[src/rtl/pe_weight_loader_pkg.sv]
// Shared PE weight-path definitions: per-layer weight address map, the
// sequencer state encoding and small sizing helpers.
package pe_weight_loader_pkg;

  // Weight address map: first kernel write address of each layer's PE.
  localparam logic [31:0] LAYER0_WEIGHT_BASE = 32'd23;
  localparam logic [31:0] LAYER1_WEIGHT_BASE = 32'd249;
  localparam logic [31:0] LAYER2_WEIGHT_BASE = 32'd1024;

  // Sequencer state encoding. A future weight readback block walks the
  // same sections, so the encoding is kept here rather than in the loader.
  typedef logic [1:0] pe_wl_state_t;
  localparam pe_wl_state_t ST_IDLE   = 2'd0;
  localparam pe_wl_state_t ST_KERNEL = 2'd1;
  localparam pe_wl_state_t ST_WORD   = 2'd2;
  localparam pe_wl_state_t ST_DONE   = 2'd3;

  // Number of 32-bit stream words that carry n packed kernel bytes.
  function automatic int ceil_div4(input int n);
    return (n + 3) / 4;
  endfunction

endpackage

[src/rtl/weight_byte_unpacker.sv]
// Holds one stream word and hands it to the sequencer one write at a time:
// four (or fewer, for the partial last kernel word) zero-extended bytes in
// the kernel section, or the whole word in the word section.
//
// Handshakes: a transfer happens on a rising edge where valid && ready are
// both high; valid never depends on ready. On the output side "ready" is
// the en input: while en is high the sequencer takes every offered write.
module weight_byte_unpacker
  import pe_weight_loader_pkg::*;
#(
  parameter int NUM_KERNEL_WEIGHTS = 216,
  parameter int NUM_WORD_WEIGHTS   = 10
) (
  input  logic        clk,
  input  logic        rst,
  input  logic        clear,
  input  logic        en,
  input  logic [31:0] s_data,
  input  logic        s_valid,
  output logic        s_ready,
  output logic        out_valid,
  output logic [31:0] out_data,
  output logic        out_last
);

  localparam int KW    = ceil_div4(NUM_KERNEL_WEIGHTS);
  localparam int TOTAL = KW + NUM_WORD_WEIGHTS;
  localparam int CW    = $clog2(TOTAL + 1);

  localparam logic [CW-1:0] KW_C      = CW'(KW);
  localparam logic [CW-1:0] KW_M1_C   = CW'(KW - 1);
  localparam logic [CW-1:0] TOTAL_C   = CW'(TOTAL);
  // Index of the last valid byte in the final kernel word.
  localparam logic [1:0]    LAST_KIDX = 2'((NUM_KERNEL_WEIGHTS - 1) % 4);

  logic [31:0]   hold_data_q, hold_data_d;
  logic          hold_valid_q, hold_valid_d;
  logic [1:0]    idx_q, idx_d;
  logic [1:0]    last_idx_q, last_idx_d;
  logic          word_mode_q, word_mode_d;
  logic [CW-1:0] cnt_q, cnt_d;

  logic          need_more;
  logic          accept;
  logic [7:0]    sel_byte;

  // Holding register, byte index and accepted-word counter.
  always_ff @(posedge clk) begin
    if (rst) begin
      hold_data_q  <= '0;
      hold_valid_q <= 1'b0;
      idx_q        <= '0;
      last_idx_q   <= '0;
      word_mode_q  <= 1'b0;
      cnt_q        <= '0;
    end else begin
      hold_data_q  <= hold_data_d;
      hold_valid_q <= hold_valid_d;
      idx_q        <= idx_d;
      last_idx_q   <= last_idx_d;
      word_mode_q  <= word_mode_d;
      cnt_q        <= cnt_d;
    end
  end

  // Stream-side ready and the write currently offered to the sequencer.
  always_comb begin
    need_more = (cnt_q < TOTAL_C);
    out_valid = hold_valid_q;
    out_last  = (idx_q == last_idx_q);
    // A new word may enter in the same cycle the held word emits its last write.
    s_ready   = en && need_more && (!hold_valid_q || out_last);
    accept    = s_valid && s_ready;
    sel_byte  = hold_data_q[{idx_q, 3'b000} +: 8];
    if (!hold_valid_q) begin
      out_data = '0;
    end else if (word_mode_q) begin
      out_data = hold_data_q;
    end else begin
      out_data = {24'd0, sel_byte};
    end
  end

  // Load a new word, step through its bytes, or release it after the last one.
  always_comb begin
    hold_data_d  = hold_data_q;
    hold_valid_d = hold_valid_q;
    idx_d        = idx_q;
    last_idx_d   = last_idx_q;
    word_mode_d  = word_mode_q;
    cnt_d        = cnt_q;
    if (clear) begin
      hold_valid_d = 1'b0;
      idx_d        = '0;
      cnt_d        = '0;
    end else if (accept) begin
      hold_data_d  = s_data;
      hold_valid_d = 1'b1;
      idx_d        = '0;
      cnt_d        = cnt_q + 1'b1;
      // The word's position in the load decides how many writes it yields.
      if (cnt_q >= KW_C) begin
        word_mode_d = 1'b1;
        last_idx_d  = 2'd0;
      end else if (cnt_q == KW_M1_C) begin
        word_mode_d = 1'b0;
        last_idx_d  = LAST_KIDX;
      end else begin
        word_mode_d = 1'b0;
        last_idx_d  = 2'd3;
      end
    end else if (hold_valid_q && en) begin
      if (out_last) begin
        hold_valid_d = 1'b0;
        idx_d        = '0;
      end else begin
        idx_d = idx_q + 2'd1;
      end
    end
  end

endmodule

[src/rtl/pe_weight_loader.sv]
// Sequences one weight load into a PE write port: kernel bytes first, then
// the 32-bit bias/coefficient/scale words, at contiguous addresses from
// BASE_ADDR. The write port is driven straight from the holding register,
// so a word accepted in cycle t shows its first write in cycle t+1.
module pe_weight_loader
  import pe_weight_loader_pkg::*;
#(
  parameter int          NUM_KERNEL_WEIGHTS = 216,
  parameter int          NUM_WORD_WEIGHTS   = 10,
  parameter logic [31:0] BASE_ADDR          = LAYER0_WEIGHT_BASE
) (
  input  logic        clk,
  input  logic        rst,
  input  logic        start,
  input  logic [31:0] s_data,
  input  logic        s_valid,
  output logic        s_ready,
  output logic [31:0] weight_wr_data,
  output logic [31:0] weight_wr_addr,
  output logic        weight_wr_en,
  output logic        busy,
  output logic        done
);

  localparam int KCW = $clog2(NUM_KERNEL_WEIGHTS + 1);
  localparam int WCW = $clog2(NUM_WORD_WEIGHTS + 1);
  localparam logic [KCW-1:0] KLAST = KCW'(NUM_KERNEL_WEIGHTS - 1);
  localparam logic [WCW-1:0] WLAST = WCW'(NUM_WORD_WEIGHTS - 1);

  pe_wl_state_t   state_q, state_d;
  logic [31:0]    addr_q, addr_d;
  logic [KCW-1:0] kcnt_q, kcnt_d;
  logic [WCW-1:0] wcnt_q, wcnt_d;

  logic        en;
  logic        clear;
  logic        fire;
  logic        byte_valid;
  logic        byte_last;
  logic [31:0] byte_data;

  weight_byte_unpacker #(
    .NUM_KERNEL_WEIGHTS(NUM_KERNEL_WEIGHTS),
    .NUM_WORD_WEIGHTS  (NUM_WORD_WEIGHTS)
  ) u_unpacker (
    .clk      (clk),
    .rst      (rst),
    .clear    (clear),
    .en       (en),
    .s_data   (s_data),
    .s_valid  (s_valid),
    .s_ready  (s_ready),
    .out_valid(byte_valid),
    .out_data (byte_data),
    .out_last (byte_last)
  );

  // State register plus address and section counters.
  always_ff @(posedge clk) begin
    if (rst) begin
      state_q <= ST_IDLE;
      addr_q  <= '0;
      kcnt_q  <= '0;
      wcnt_q  <= '0;
    end else begin
      state_q <= state_d;
      addr_q  <= addr_d;
      kcnt_q  <= kcnt_d;
      wcnt_q  <= wcnt_d;
    end
  end

  // Next state: leave a section once its last write has been issued.
  always_comb begin
    state_d = state_q;
    addr_d  = addr_q;
    kcnt_d  = kcnt_q;
    wcnt_d  = wcnt_q;
    case (state_q)
      ST_IDLE: begin
        if (start) begin
          state_d = ST_KERNEL;
          addr_d  = BASE_ADDR;
          kcnt_d  = '0;
          wcnt_d  = '0;
        end
      end
      ST_KERNEL: begin
        if (fire) begin
          addr_d = addr_q + 32'd1;
          kcnt_d = kcnt_q + 1'b1;
          if (kcnt_q == KLAST) state_d = ST_WORD;
        end
      end
      ST_WORD: begin
        if (fire) begin
          addr_d = addr_q + 32'd1;
          wcnt_d = wcnt_q + 1'b1;
          if (wcnt_q == WLAST) state_d = ST_DONE;
        end
      end
      default: state_d = ST_IDLE;
    endcase
  end

  // Outputs: a write fires whenever a held word is available in an active section.
  always_comb begin
    en             = (state_q == ST_KERNEL) || (state_q == ST_WORD);
    clear          = (state_q == ST_IDLE) && start;
    fire           = en && byte_valid;
    busy           = en;
    done           = (state_q == ST_DONE);
    weight_wr_en   = fire;
    weight_wr_addr = addr_q;
    weight_wr_data = byte_data;
  end

endmodule

[config.mk]
export PLATFORM = sky130hd
export DESIGN_NAME = pe_weight_loader
export DESIGN_NICKNAME = d
export VERILOG_FILES = /design/src/rtl/pe_weight_loader_pkg.sv /design/src/rtl/weight_byte_unpacker.sv /design/src/rtl/pe_weight_loader.sv
export SDC_FILE = /design/constraint.sdc
export NUM_CORES = 1
export LEC_CHECK = 0
export CAP_MARGIN = 25
export CORE_MARGIN = 4
export CORE_UTILIZATION = 34
export CTS_CLUSTER_DIAMETER = 100
export DETAILED_ROUTE_END_ITERATION = 6
export SYNTH_ARGS = -nofsm -noshare
export SYNTH_HDL_FRONTEND = slang
export SYNTH_SLANG_ARGS = --single-unit
export TNS_END_PERCENT = 100
[constraint.sdc]
create_clock -name clk -period 2.5 [get_ports clk]
set_input_delay 0.25 -clock clk [delete_from_list [all_inputs] [get_ports clk]]
set_output_delay 0.25 -clock clk [all_outputs]
set_load 0.01 [all_outputs]
Word level (Yosys, flattened, before mapping). Index checks and enable logic that the tools add are counted.

Bits in registers: 91. Bits in latches: 0. RAM bits: 0. Memory bits (read-only): 0. Bits of input ports: 36. Output and inout port bits: 68. Word-level logic and storage cells: 77. Memories kept: 0.

Add/sub/neg operators: 5. Multiply operators: 0. Divide/modulo/power cells: 0. Order comparisons: 2. Equality and inequality tests: 12. Shift operators: 1. Multiplexer cells: 23. Bitwise gates (word level): 1. Reductions and logical operators: 23.

Operators with widths (number): 32-bit two-way mux (4); 32-bit one-hot mux with 2 select lines (1); 32-bit by 1-bit adder with 32-bit output, second input constant (1); 32-bit by 6-bit variable part select with 8-bit output (1); 8-bit two-way mux (2); 8-bit one-hot mux with 2 select lines (1); 2-bit two-way mux (7); 2-bit != test, second input constant (5); 2-bit nonzero test (5); 3-bit AND reduction (3); 8-bit by 1-bit adder with 8-bit output, second input constant (1); 8-bit == test, second input constant (1); 4-bit two-way mux (2); 4-bit one-hot mux with 2 select lines (1); 7-bit by 1-bit adder with 7-bit output, second input constant (1); 7-bit by 6-bit greater-or-equal comparator with 1-bit output, second input constant (1); 7-bit < comparator, second input constant (1); 2-bit one-hot mux with 3 select lines (1); 1-bit logical AND (5); 5-bit AND reduction (1); 4-bit by 1-bit adder with 4-bit output, second input constant (1); 2-bit == test, second input constant (2); 4-bit == test, second input constant (1); 1-bit two-way mux (4); 11 further kinds (14).

Logic depth before layout (Yosys ltp).
Word-level depth: 7. Depth in mapped cells: 10. Depth with buffers taken out: 7.

By module. Synthesis repeated with hierarchy kept, for this count alone.

Cell total of the unflattened synthesis: 569. Area, all modules: 4616.9 sq um.

By module, submodules not included: pe_weight_loader (times used 1, cells each 293, area an instance 2482.4 sq um, sequential area each 920.9 sq um); weight_byte_unpacker (times used 1, cells each 276, area an instance 2134.5 sq um, sequential area each 880.8 sq um).

Worst setup path before layout. No wires, ideal clock.

Path type: register to register. Start point: register state_q[0]. End point: register addr_q[14] (netlist: weight_wr_addr[14]). Library setup time: 0.070 ns. Arrival time: 2.065 ns. Required time: 2.430 ns. Path slack: 0.364 ns. Cell stages (with the launch flop): 9. Buffers on the path: 2. Period minus slack after synthesis: 2.136 ns. Cells stage by stage: dfxtp_1 -> inv_1 -> ha_1 -> buf_2 -> mux2_2 -> nand3_1 -> clkbuf_1 -> or4_1 -> a21oi_1.

Word-level cells in the longest chain between the ends: 5. Elaborated cells between the ends (all ways): 11. Classes of those cells: 4 x eq/ne; 1 x mux; 6 x reduce/logical.

Ends and longest elaborated chain: from (decl) (RTL line pe_weight_loader.sv:30) `pe_wl_state_t state_q, state_d;`; from (signal assigned) (RTL line pe_weight_loader.sv:66) `state_q <= state_d;`; 2-bit by 1-bit == test with 1-bit output or 2-bit == test (tied branches) (RTL line pe_weight_loader.sv:108) `en = (state_q == ST_KERNEL) || (state_q == ST_WORD);`; 1-bit logical OR * (RTL line pe_weight_loader.sv:108); via busy (RTL line pe_weight_loader.sv:21) `output logic busy,`; 1-bit logical AND * (RTL line pe_weight_loader.sv:110) `fire = en && byte_valid;`; 2-bit by 1-bit != test with 1-bit output (no source line) *; 3-bit AND reduction (no source line) *; to (signal assigned) (RTL line pe_weight_loader.sv:67) `addr_q <= addr_d;`; to (decl) (RTL line pe_weight_loader.sv:31) `logic [31:0] addr_q, addr_d;`.

The timed path passes the listed nets; every way through them passes the cells marked *. A chain may end at the register's enable or synchronous reset.

Worst setup path after layout.
Start point: register u_unpacker.idx_q[0]. End point: output s_ready.

Word-level cells in the longest chain between the ends: 3.

Ends and longest elaborated chain: from (decl) (RTL line weight_byte_unpacker.sv:38) `logic [1:0] idx_q, idx_d;`; from (signal assigned) (RTL line weight_byte_unpacker.sv:59) `idx_q <= idx_d;`; 2-bit == test (RTL line weight_byte_unpacker.sv:70) `out_last = (idx_q == last_idx_q);`; 1-bit logical OR (RTL line weight_byte_unpacker.sv:72) `s_ready = en && need_more && (!hold_valid_q || out_last);`; 1-bit logical AND (RTL line weight_byte_unpacker.sv:72); to (decl) (RTL line pe_weight_loader.sv:17) `output logic s_ready,`.

Every way passes these cells.

==> results.json <==
{
  "drt-met1-wl_microns": 6560,
  "min_from": "rst",
  "crit_type": "register to primary output",
  "avgSynthCellArea_sq_um": 8.14,
  "slew_headroom": 0.555,
  "finalCritPeriodShare": 0.931,
  "r2r-start": "state_q[0]",
  "routed_wl_microns": 13700,
  "final_cells": 848,
  "antenna_left": 0,
  "arrival_ps": 2080,
  "layout.nets": 714,
  "grt_pass1_wl_microns": 22600,
  "vias": 4656,
  "drv_slew": 0,
  "finalSetupViolCount": 0,
  "syn2layout_area_growth_pct": 33.0,
  "drt_iter0_drc": 383,
  "dp_hpwl_microns": 9530,
  "cts-root-buf": "clkbuf_16",
  "finalHoldViolations": 0,
  "io_buffers": 103,
  "track_usage": 0.171,
  "holdWs_ps": 277,
  "fin_util": 0.468,
  "async_reset_ff_frac": 0,
  "placed_cells": 832,
  "first_pass_iters": 6,
  "skew_ps": 9.98,
  "status": "finished clean",
  "htreeDepth": 3,
  "min_period_ps": 2330,
  "crit_family": "simple AND/OR/NAND/NOR gates",
  "ys_warn_count": 0,
  "syn_inst": 579,
  "syn_area_sq_um": 4710,
  "cap_viol_max_count": 0,
  "vdd_ir_drop_max_mv": 0.338,
  "avgViaCountPerCell": 5.49,
  "drive_gt1_frac": 0.0833,
  "grt_antenna_before_repair": 0,
  "dp_slack_ps": 218,
  "hold_path_depth": 2,
  "grt_overflow": 0,
  "cts_buffers": 9,
  "die_h_microns": 126,
  "ios": 104,
  "yosysSeqAreaShare": 0.382,
  "fmax_mhz": 430,
  "synthDistinctLibCells": 47,
  "synth_edf_count": 0,
  "cp_cell_sequence": "nor3_1, nor3_2, nor2_1, clkdlybuf4s50_1",
  "tightestPinTransition_ps": 667,
  "core_sq_um": 13400,
  "critPathRequiredTime_ps": 2250,
  "die_x_microns": 126,
  "fp-row-count": 42,
  "synth_top_flop_cell": "dfxtp_1",
  "start_util": 0.352,
  "dieArea_sq_um": 15800,
  "wl_per_cell_microns": 16.1,
  "clk_latency_ps": 340,
  "rrSetupSlack_ps": 330,
  "antenna_cells": 0,
  "cp-end-kind": "primary output",
  "critPathMaxStageDelay_ps": 550,
  "drc": 0,
  "wl_met3_microns": 716,
  "p_per_area_nw_per_um2": 750,
  "timing.rr.end": "weight_wr_addr[18]",
  "cts_buffer_depth": 2,
  "wl_met2_microns": 6240,
  "ys_ff_latch": 90,
  "syn-num-nets": 626,
  "grt_pass1_vias": 4364,
  "cts_tree": "done",
  "critPathBufInv": 1,
  "whs_endpoint": "wcnt_q[1]",
  "critPathLaunchType": "register",
  "rsz0062_at_grt": "no",
  "gp_congestion": 0.806,
  "post_cts_buffers": 0,
  "clock_sinks": 90,
  "cp_slowest_cell": "clkdlybuf4s50_1",
  "clk_pin_slew_ps": 60,
  "r2r_cells": 7,
  "leakage_uw": 0.00209,
  "grt_max_degree": 35,
  "fin_setup_tns_ps": 0,
  "crit_path_max_fanout": 10,
  "hp-class": "input pin to register",
  "top_layer": "met4",
  "fin_ws_ps": 173
}
## state kept, by name, summed over array words and instances (netlist names), 2 cells and up
register and cells:
kcnt_q 8, state_q 2, u_unpacker.cnt_q 7, u_unpacker.hold_data_q 32
u_unpacker.idx_q 2, wcnt_q 4, weight_wr_addr 32
## final cells by class
type | count | area, sq um
tap | 176 | 220
clock inverter | 7 | 103
timing repair buffer | 122 | 1170
sequential | 90 | 1800
clock buffer | 9 | 225
multi-input combinational | 433 | 2700
inverter | 11 | 41.3
fill | 1265 | 7140
## cell families (layout without fill, tap and decap cells)
| kind of cell | count (synthesis) | in the layout | synth area share |
|---|---|---|---|
| fa+ha+maj | 11 | 11 | 0.0292 |
| xor+xnor | 13 | 13 | 0.0242 |
| simple gates | 238 | 238 | 0.279 |
| flops | 90 | 90 | 0.382 |
| mux | 23 | 23 | 0.0497 |
| buf+inv | 56 | 149 | 0.0478 |
| compound gates | 148 | 148 | 0.188 |
## placed cells by master (no fill, tap or decap), types with 2 or more instances in the layout
cell and instances:
a211oi_1 3, a21oi_1 65, a22oi_1 2, and2_1 3
and3_1 28, and4_1 4, buf_4 19, bufinv_16 2
clkbuf_16 9, clkdlybuf4s50_1 102, clkinv_4 3, dfxtp_1 88
dfxtp_2 2, ha_1 10, inv_1 10, mux2_2 3
mux2i_1 20, nand2_1 33, nand2b_1 17, nand3_1 48
nand4_1 15, nand4b_1 4, nor2_1 33, nor2b_1 5
nor3_1 6, nor3b_1 3, nor4_1 15, o21a_1 2
o21ai_0 39, o21ai_1 3, o21bai_1 2, o221a_2 8
o31ai_1 16, or3_1 6, or4_1 13, xnor2_1 7
xor2_1 6
## synth_stat cells (16+ instances only)
master,n,share of area
dfxtp_1,90,0.38
clkbuf_1,36,0.029
and3_1,28,0.037
nor2_1,33,0.026
nand3_1,48,0.051
nand2b_1,17,0.023
o21ai_0,39,0.041
o31ai_1,16,0.025
mux2i_1,20,0.042
a21oi_1,65,0.069
nand2_1,33,0.026
## how the worst max path moves through the flow
stage,startpoint,endpoint,slack (ps),cells after the start
floorplan,state_q[0],weight_wr_addr[14],360,8
global placement,state_q[0],weight_wr_addr[24],290,7
detailed placement,state_q[0],weight_wr_addr[24],220,7
CTS,u_unpacker.idx_q[1],weight_wr_data[1],6,5
global route,u_unpacker.idx_q[0],s_ready,20,4
finish,u_unpacker.idx_q[0],s_ready,170,4
## stage by stage
stage	instance area (sq um)	total power (uW)
final	6260	4700
after floorplan	4710	2660
after detailed placement	5920	3190
after global routing	6260	5000
after global placement	5920	3160
after CTS	6250	4700
## per-layer routing
| layer | up-vias | GRT usage |
|---|---|---|
| li1 | 2314 | - |
| met1 | 2200 | 0.246 |
| met2 | 132 | 0.263 |
| met3 | 10 | 0.0318 |
| met4 | 0 | 0.0485 |
| met5 | - | 0 |
## timing repair
item / CTS / global route
resized for setup: 2 / 4
setup endpoints to repair: 2 / 10
hold buffers: 0 / 0
## where the power goes
part / leakage (uW) / internal (uW) / total, uW / switching [uW]
combinational: 0.00121 / 552 / 1490 / 941
sequential: 0.000729 / 1570 / 1720 / 145
clock: 0.000156 / 885 / 1490 / 601
total: 0.00209 / 3010 / 4700 / 1690
No activity file was read; power rests on OpenSTA's default activity.
